===== config.mk =====
export PLATFORM = sky130hd
export DESIGN_NAME = instr_fetch_buffer_flat
export DESIGN_NICKNAME = d
export VERILOG_FILES = /design/src/rtl/instr_fetch_buffer_if.sv /design/src/rtl/instr_fetch_buffer.sv /design/src/flat_wrapper.sv
export SDC_FILE = /design/constraint.sdc
export NUM_CORES = 1
export LEC_CHECK = 0
export CORE_ASPECT_RATIO = 1.5
export CORE_UTILIZATION = 50
export DETAILED_ROUTE_END_ITERATION = 7
export PLACE_DENSITY = 0.75
export SYNTH_ARGS = -nofsm -noshare
export SYNTH_HDL_FRONTEND = slang
export SYNTH_SLANG_ARGS = --single-unit

===== constraint.sdc =====
create_clock -name clk -period 4.84 [get_ports clk]
set_input_delay 0.968 -clock clk [delete_from_list [all_inputs] [get_ports clk]]
set_output_delay 0.968 -clock clk [all_outputs]
set_load 0.01 [all_outputs]

===== src/rtl/instr_fetch_buffer_if.sv =====
// Fetch-stage bus bundle: redirect input, instruction-memory req/gnt/rvalid
// channel and the valid/ready channel towards decode.
interface instr_fetch_buffer_if;
    logic        redirect_valid;
    logic [31:0] redirect_pc;
    logic        imem_req;
    logic [31:0] imem_addr;
    logic        imem_gnt;
    logic        imem_rvalid;
    logic [31:0] imem_rdata;
    logic        if_valid;
    logic [31:0] if_instr;
    logic [31:0] if_pc;
    logic        if_ready;

    modport master (
        input  redirect_valid, redirect_pc, imem_gnt, imem_rvalid, imem_rdata, if_ready,
        output imem_req, imem_addr, if_valid, if_instr, if_pc
    );

    modport slave (
        output redirect_valid, redirect_pc, imem_gnt, imem_rvalid, imem_rdata, if_ready,
        input  imem_req, imem_addr, if_valid, if_instr, if_pc
    );
endinterface


===== src/rtl/instr_fetch_buffer.sv =====
// Instruction fetch stage: credit-limited word fetches, in-order response FIFO
// tagged with PCs, and redirect flush with drop counting of stale responses.
module instr_fetch_buffer #(
    parameter int unsigned DEPTH    = 2,
    parameter logic [31:0] RESET_PC = 32'h0
) (
    input logic                  clk,
    input logic                  rst_n,
    instr_fetch_buffer_if.master bus
);
    localparam int unsigned AW = $clog2(DEPTH);
    localparam int unsigned CW = AW + 1;
    localparam int unsigned SW = CW + 2;

    localparam logic [0:0] IDLE = 1'b0;
    localparam logic [0:0] REQ  = 1'b1;

    logic [0:0]    state, state_next;
    logic [31:0]   fetch_pc;
    logic [CW-1:0] inflight, drop, count;
    logic [CW-1:0] inflight_next, drop_next, count_next;
    logic [AW-1:0] wr_ptr, rd_ptr, pcq_wr, pcq_rd;
    logic [31:0]   fifo_instr [DEPTH];
    logic [31:0]   fifo_pc    [DEPTH];
    logic [31:0]   pcq        [DEPTH];
    logic          grant, accept, rsp_take, rsp_drop, push, pop, credit;
    logic          unused_ok;

    assign unused_ok = ^bus.redirect_pc[1:0];

    // Handshake qualification; a grant seen while redirecting still owes a response
    always_comb begin
        grant    = (state == REQ) && bus.imem_gnt;
        accept   = grant && !bus.redirect_valid;
        rsp_drop = bus.imem_rvalid && (drop != '0);
        rsp_take = bus.imem_rvalid && (drop == '0) && (inflight != '0);
        push     = rsp_take && !bus.redirect_valid;
        pop      = bus.if_valid && bus.if_ready;
    end

    // Next counter values; pending drops hold credit so drop can never exceed DEPTH
    always_comb begin
        inflight_next = inflight - CW'(rsp_take) + CW'(accept);
        count_next    = count + CW'(push) - CW'(pop);
        drop_next     = drop - CW'(rsp_drop);
        if (bus.redirect_valid) begin
            drop_next     = drop - CW'(rsp_drop) + inflight - CW'(rsp_take) + CW'(grant);
            inflight_next = '0;
            count_next    = '0;
        end
        credit = (SW'(count_next) + SW'(inflight_next) + SW'(drop_next)) < SW'(DEPTH);
    end

    always_comb begin
        state_next = state;
        if (bus.redirect_valid) begin
            state_next = IDLE;
        end else begin
            unique case (state)
                IDLE:    if (credit) state_next = REQ;
                REQ:     if (accept && !credit) state_next = IDLE;
                default: state_next = IDLE;
            endcase
        end
    end

    always_ff @(posedge clk or negedge rst_n) begin
        if (!rst_n) state <= IDLE;
        else        state <= state_next;
    end

    // Fetch PC, PC tag queue for in-flight requests, and the response FIFO
    always_ff @(posedge clk or negedge rst_n) begin
        if (!rst_n) begin
            fetch_pc <= {RESET_PC[31:2], 2'b00};
            inflight <= '0;
            drop     <= '0;
            count    <= '0;
            wr_ptr   <= '0;
            rd_ptr   <= '0;
            pcq_wr   <= '0;
            pcq_rd   <= '0;
            for (int i = 0; i < int'(DEPTH); i++) begin
                fifo_instr[i] <= '0;
                fifo_pc[i]    <= '0;
                pcq[i]        <= '0;
            end
        end else begin
            inflight <= inflight_next;
            drop     <= drop_next;
            count    <= count_next;
            if (bus.redirect_valid) begin
                fetch_pc <= {bus.redirect_pc[31:2], 2'b00};
                wr_ptr   <= '0;
                rd_ptr   <= '0;
                pcq_wr   <= '0;
                pcq_rd   <= '0;
            end else begin
                if (accept) begin
                    pcq[pcq_wr] <= fetch_pc;
                    pcq_wr      <= pcq_wr + AW'(1);
                    fetch_pc    <= fetch_pc + 32'd4;
                end
                if (push) begin
                    fifo_instr[wr_ptr] <= bus.imem_rdata;
                    fifo_pc[wr_ptr]    <= pcq[pcq_rd];
                    wr_ptr             <= wr_ptr + AW'(1);
                    pcq_rd             <= pcq_rd + AW'(1);
                end
                if (pop) rd_ptr <= rd_ptr + AW'(1);
            end
        end
    end

    assign bus.imem_req  = (state == REQ) && !bus.redirect_valid;
    assign bus.imem_addr = fetch_pc;
    assign bus.if_valid  = (count != '0) && !bus.redirect_valid;
    assign bus.if_instr  = fifo_instr[rd_ptr];
    assign bus.if_pc     = fifo_pc[rd_ptr];
endmodule


===== src/flat_wrapper.sv =====
// flat-port wrapper written by rule: the top's interface ports become plain ports
module instr_fetch_buffer_flat 
#(
    parameter int unsigned DEPTH    = 2,
    parameter logic [31:0] RESET_PC = 32'h0
)
  (clk, rst_n, bus_redirect_valid, bus_redirect_pc, bus_imem_gnt, bus_imem_rvalid, bus_imem_rdata, bus_if_ready, bus_imem_req, bus_imem_addr, bus_if_valid, bus_if_instr, bus_if_pc);
  instr_fetch_buffer_if bus_i ();
  input logic clk;
  input logic rst_n;
  input wire logic [$bits(bus_i.redirect_valid)-1:0] bus_redirect_valid;
  input wire logic [$bits(bus_i.redirect_pc)-1:0] bus_redirect_pc;
  input wire logic [$bits(bus_i.imem_gnt)-1:0] bus_imem_gnt;
  input wire logic [$bits(bus_i.imem_rvalid)-1:0] bus_imem_rvalid;
  input wire logic [$bits(bus_i.imem_rdata)-1:0] bus_imem_rdata;
  input wire logic [$bits(bus_i.if_ready)-1:0] bus_if_ready;
  output wire logic [$bits(bus_i.imem_req)-1:0] bus_imem_req;
  output wire logic [$bits(bus_i.imem_addr)-1:0] bus_imem_addr;
  output wire logic [$bits(bus_i.if_valid)-1:0] bus_if_valid;
  output wire logic [$bits(bus_i.if_instr)-1:0] bus_if_instr;
  output wire logic [$bits(bus_i.if_pc)-1:0] bus_if_pc;
  assign bus_i.redirect_valid = bus_redirect_valid;
  assign bus_i.redirect_pc = bus_redirect_pc;
  assign bus_i.imem_gnt = bus_imem_gnt;
  assign bus_i.imem_rvalid = bus_imem_rvalid;
  assign bus_i.imem_rdata = bus_imem_rdata;
  assign bus_i.if_ready = bus_if_ready;
  assign bus_imem_req = bus_i.imem_req;
  assign bus_imem_addr = bus_i.imem_addr;
  assign bus_if_valid = bus_i.if_valid;
  assign bus_if_instr = bus_i.if_instr;
  assign bus_if_pc = bus_i.if_pc;
  instr_fetch_buffer #(.DEPTH(DEPTH), .RESET_PC(RESET_PC)) u_core (.clk(clk), .rst_n(rst_n), .bus(bus_i));
endmodule

# == Word level (Yosys, flattened, before mapping) ==
# Cells that the tools add are included.
# op_classes
add_sub_neg,15
mul,0
div_mod_pow,0
order_cmp,7
n_eq_ne,0
shift,0
mux,33
bitwise_logic,6
n_reduce_logical,23
# op_table
cell,n
2-to-1 mux 32 bit,13
bitwise mux 64 bit,3
demux 32 bit (select 1 bit),2
"adder 32 x 3 -> 32 bit, second input constant",1
logical AND 1 bit,12
nonzero test 2 bit,6
2-to-1 mux 1 bit,11
"greater-or-equal comparator 2 bit, second input constant",4
inverter 1 -> 2 bit,4
subtractor 2 x 1 -> 2 bit,4
adder 2 x 1 -> 2 bit,3
2-to-1 mux 2 bit,3
"adder 1 bit, second input constant",4
adder 4 x 2 -> 4 bit,1
"less-than comparator 2 x 1 -> 1 bit, second input constant",2
"less-than comparator 4 x 2 -> 1 bit, second input constant",1
AND reduction 2 bit,2
adder 2 x 2 -> 3 bit,1
adder 2 bit,1
zero test 1 bit,2
zero test 2 bit,1
inverter 1 bit,2
case mux 1 bit (2 select lines),1
# word_totals
reg_bits,235
latch_bits,0
ramBits,0
romBits,0
input_bits,70
out_inout_bits,98
word_cells,99
memories,0

# == Longest topological paths before layout ==
# logic_depth
word_depth,15
ltp_mapped,14
depth_no_buf,14

# == Worst setup path after synthesis ==
# No wires, ideal clock.
# synth_timing
path_type,input port to flip-flop
start,in bus_redirect_valid
end,reg u_core.state
setup_ps,82
t_arrival_ps,4080
t_required_ps,4758
slack_ps,678
path_stages,13
n_path_buf,3
cell_sequence,clkbuf_1 -> clkbuf_1 -> clkbuf_1 -> nor3_1 -> ha_1 -> nor2b_1 -> ha_1 -> fa_1 -> inv_1 -> fa_1 -> nor4bb_1 -> o21ai_0 -> a31oi_1
# synth_via
elab_chain_cells,13
word_cells_on_any_way,20
cone_classes,5 x add/sub; 1 x order compare; 7 x mux; 7 x reduce/logical
# synth_rtl
element,line,rtl
from (decl),flat_wrapper.sv:11,input wire logic [$bits(bus_i.redirect_valid)-1:0] bus_redirect_valid;
zero test 1 bit,"instr_fetch_buffer.sv:37, instr_fetch_buffer.sv:117",
logical AND 1 bit (on tied branches),"instr_fetch_buffer.sv:37, instr_fetch_buffer.sv:117",
adder 2 x 1 -> 2 bit / logical AND 1 bit (equally long branches),"instr_fetch_buffer.sv:44, instr_fetch_buffer.sv:38",
subtractor 2 x 1 -> 2 bit,instr_fetch_buffer.sv:44,count_next = count + CW'(push) - CW'(pop);
2-to-1 mux 2 bit *,instr_fetch_buffer.sv:46,if (bus.redirect_valid) begin
named net u_core.count_next[0],instr_fetch_buffer.sv:21,"logic [CW-1:0] inflight_next, drop_next, count_next;"
adder 2 x 2 -> 3 bit *,instr_fetch_buffer.sv:51,credit = (SW'(count_next) + SW'(inflight_next) + SW'(drop_next)) < SW'(DEPTH);
adder 4 x 2 -> 4 bit *,instr_fetch_buffer.sv:51,
less-than comparator 4 x 2 -> 1 bit *,instr_fetch_buffer.sv:51,
zero test 1 bit,instr_fetch_buffer.sv:61,REQ: if (accept && !credit) state_next = IDLE;
logical AND 1 bit,instr_fetch_buffer.sv:61,
2-to-1 mux 1 bit,instr_fetch_buffer.sv:61,
case mux 1 bit (2 select lines) *,instr_fetch_buffer.sv:59,unique case (state)
2-to-1 mux 1 bit *,instr_fetch_buffer.sv:56,if (bus.redirect_valid) begin
named net u_core.state_next,instr_fetch_buffer.sv:18,"logic [0:0] state, state_next;"
to (signal assigned),instr_fetch_buffer.sv:69,else state <= state_next;
to (decl),instr_fetch_buffer.sv:18,
# Mark *: on every way through the listed nets, which the timed path passes. The rest lies on a longest branch.
# A chain may end at the register's enable or synchronous reset.

# == Final worst setup path ==
# layout_timing
start,in bus_imem_rvalid
end,reg u_core.state
# layout_via
elab_chain_cells,14
word_cells_on_any_way,24
cone_classes,10 x add/sub; 1 x order compare; 7 x mux; 6 x reduce/logical
# layout_rtl
element,line,rtl
from (decl),flat_wrapper.sv:14,input wire logic [$bits(bus_i.imem_rvalid)-1:0] bus_imem_rvalid;
logical AND 1 bit * (2 in series),instr_fetch_buffer.sv:36,rsp_take = bus.imem_rvalid && (drop == '0) && (inflight != '0);
logical AND 1 bit *,instr_fetch_buffer.sv:37,push = rsp_take && !bus.redirect_valid;
adder 2 x 1 -> 2 bit *,instr_fetch_buffer.sv:44,
subtractor 2 x 1 -> 2 bit *,instr_fetch_buffer.sv:44,
2-to-1 mux 2 bit *,instr_fetch_buffer.sv:46,
named net u_core.count_next[0],instr_fetch_buffer.sv:21,
adder 2 x 2 -> 3 bit *,instr_fetch_buffer.sv:51,
adder 4 x 2 -> 4 bit *,instr_fetch_buffer.sv:51,
less-than comparator 4 x 2 -> 1 bit *,instr_fetch_buffer.sv:51,
zero test 1 bit,instr_fetch_buffer.sv:61,
logical AND 1 bit,instr_fetch_buffer.sv:61,
2-to-1 mux 1 bit,instr_fetch_buffer.sv:61,
case mux 1 bit (2 select lines) *,instr_fetch_buffer.sv:59,
2-to-1 mux 1 bit *,instr_fetch_buffer.sv:56,
named net u_core.state_next,instr_fetch_buffer.sv:18,
# Marked as above.

==> results.ini <==
[clock_tree]
cts.sinks = 225
htreeDepth = 1
clk_latency_ns = 0.50
cts_made_buffers = 22
holdBufCountCts = 0
cts-root-buf = clkbuf_16
cts_setup_buffers = 0
cts_tree = yes
cts_resized = 0
clk_pin_slew_ns = 0.06
clk_path_buf_depth = 3

[final_layout]
regArea_um2 = 5630
num_antenna_cells = 0
drive_gt1_share_pct = 24.0
fin_area_um2 = 12900
fillers = 1655
multi_input_area_um2 = 4470
area_delta_synth_final_pct = 23.8
nNetsFinal = 1070

[global_route]
overflow = 0
grt_start_max_net_pins = 105
grt_pass1_wl_um = 36700
antenna_found_initial = 0
grt_usage_pct = 21.4
grt_pass1_vias = 7135

[die]
rows = 64
fp.dieArea_um2 = 21400
dieHeight_um = 179
initial_core_util_pct = 51.0
fp.dieW_um = 120
ios = 168
core_um2 = 20400

[routing]
viasPerCell = 5.51
firstDrtPassIters = 4
routed_wl_um = 22200
wl_per_cell_um = 17.5
ant_nets = 0
drtIter0Drc = 394
via_count = 6981
remaining_drc_errors = 0

[worst_setup_path]
end_kind = register
crit_arrival_ns = 4.54
cp.required_ns = 5.26
reg2reg_depth = 11
path_max_fanout = 9
critPathKind = in2reg
cp-start-kind = input port

[outcome]
outcome = completed

[sta]
report.final.slew_viol_count = 0
hold-worst-slack_ns = 0.449
rsz0062_at_grt = no
min_period_over_period_pct = 85.2
setup_slack_ns = 0.717
skew_ns = 0.0112
max_slew_margin_pct = 31.7
tightest_slew_ns = 1.02
finalHoldViolCount = 0
tns_ns = 0
min_period_ns = 4.12
fmax_ghz = 0.243
setup_violations = 0

[placed_design]
dp_hpwl_um = 14500
place_area_um2 = 12200
pre_cts_ws_ns = 0.232
place_congestion = 0.830
portBuffers = 161

[pwr]
seqPwrFrac_pct = 43.6
p_leak_nw = 5.71
cellPowerDensity_nw_per_um2 = 470
p_comb_share_pct = 29.6
ir_worst_vdd_v = 0.000227
sw_frac_of_total_pct = 27.9
intPower_mw = 4.37
power.switching_mw = 1.69
power_frac_clock_pct = 26.8

[synthesis]
yosys_most_used_dff = dfrtp_1
synth_edf_count = 0
synth_top_area_share_pct = 54.0
netlist_top_cells_area = dfrtp_1 (54%), mux2_2 (17%), mux2_4 (4.3%)
ys.warnings.count = 0
synth_area_um2 = 10400
ys_ff_latch = 225
seq_area_frac_synth_pct = 54.0
synth.avg_cell_area_um2 = 12.4
yosysUniqueCellTypes = 49
yosys.area.top_type = dfrtp_1
synth-async-reset-ratio_pct = 100
syn_inst = 843

[run]
cap_viol_max_count = 0

[hold_path]
holdCritPathClass = in2async

-- state kept, by name, indices dropped and copies added (netlist names), 2 cells and up --
| name | count |
|---|---|
| u_core.drop | 2 |
| u_core.inflight | 2 |
| u_core.pcq | 60 |
| u_core.bus.imem_addr | 30 |
| u_core.count | 2 |
| u_core.fifo_pc | 60 |
| u_core.fifo_instr | 64 |
-- synthesized netlist by cell type (2+ instances only) --
library cell,n
buf_4,6
nor2_1,56
buf_12,3
a21oi_1,31
mux2i_1,32
or3_1,2
buf_6,2
xor2_1,7
o41ai_1,3
buf_1,4
nor4_1,7
o21a_1,2
a31oi_1,14
mux2_4,30
xnor2_1,15
nand4bb_1,2
nor2b_1,4
o21ai_0,45
nand4_1,9
nand2b_1,3
mux2_2,156
or4_1,12
nor3_1,4
and2_1,4
or4_4,2
nand3_1,14
inv_1,9
fa_1,3
clkbuf_1,27
nand3b_1,2
dfrtp_1,225
and4_1,2
o31ai_1,10
nand2_1,61
buf_2,12
o211ai_1,4
ha_1,7
-- stage by stage --
step | utilization (%) | cells | total power [mW]
final | 63.2 | 1267 | 6.06
after global routing | 63.2 | 1267 | 6.40
after CTS | 63.2 | 1267 | 6.12
after detailed placement | 59.8 | 1230 | 4.48
after global placement | 59.8 | 1230 | 4.41
after floorplan | - | 846 | 3.64
-- cell type report --
type                       count  area share (%)
inverter                      10           0.291
clock inverter                 6           0.252
multi-input combinational    557            34.6
tap                          264            2.56
timing repair buffer         174            13.6
sequential                   225            43.7
clock buffer                  31            5.01
-- final timing paths --
check / startpoint / end / slack [ns]
max in group asynchronous: rst_n / u_core.fifo_pc[56] / 3.35
min in group clk: u_core.fifo_pc[39] / u_core.fifo_pc[39] / 0.47
hold reg to reg: u_core.fifo_pc[39] / u_core.fifo_pc[39] / 0.47
setup / recovery: bus_imem_rvalid / u_core.state / 0.72
hold / removal: rst_n / u_core.fifo_instr[38] / 0.45
setup reg to reg: u_core.drop[1] / u_core.state / 1.23
-- layout by cell type (no fill, tap or decap), types with 5 or more instances in the layout --
master,instances
a21oi_1,31
mux2i_1,32
nor4_1,7
a31oi_1,14
inv_1,9
xor2_1,7
nand2_1,61
ha_1,7
buf_4,10
o21ai_0,45
or4_1,12
nand4_1,9
nor2_1,56
clkbuf_16,23
clkinv_2,5
mux2_4,30
clkdlybuf4s50_1,160
nand3_1,14
mux2_2,156
dfrtp_1,224
o31ai_1,10
xnor2_1,15
-- kinds of logic (layout without fill, tap and decap cells) --
group,Yosys count,count (layout),synth area share (%)
and+or+nand+nor,192,192,9.06
other,1,4,0.0360
buffers and inverters,64,221,3.28
DFF,225,225,54.0
muxes,218,218,24.3
AOI/OAI and AO/OA,111,111,6.08
xor gates and xnor gates,22,22,1.85
adders and majority gates,10,10,1.42
-- layer usage --
metal / up-vias / track usage [%] / routed length [µm]
li1: 3282 / - / -
met1: 3505 / 27.7 / 9810
met2: 160 / 37.9 / 11200
met3: 34 / 2.35 / 698
met4: 0 / 6.41 / 497
met5: - / 0 / 0
-- power groups by stage --
stage / logic, mW / clock network, mW / registers [mW]
global placement: 1.77 / 0 / 2.65
floorplan: 1.05 / 0 / 2.59
CTS: 1.81 / 1.66 / 2.64
global route: 1.95 / 1.74 / 2.71
finish: 1.79 / 1.62 / 2.64
detailed placement: 1.80 / 0 / 2.67
-- critical path, cell delays in order --
cell and delay, ns:
clkdlybuf4s50_1 0.47, or3b_1 0.50, nor3_1 0.23, ha_1 0.25, nor2b_1 0.15, ha_1 0.24
fa_1 0.58, inv_1 0.07, fa_1 0.57, nor4bb_1 0.26, o21ai_0 0.12, a31oi_1 0.14
(Power assumes the default switching activity.)
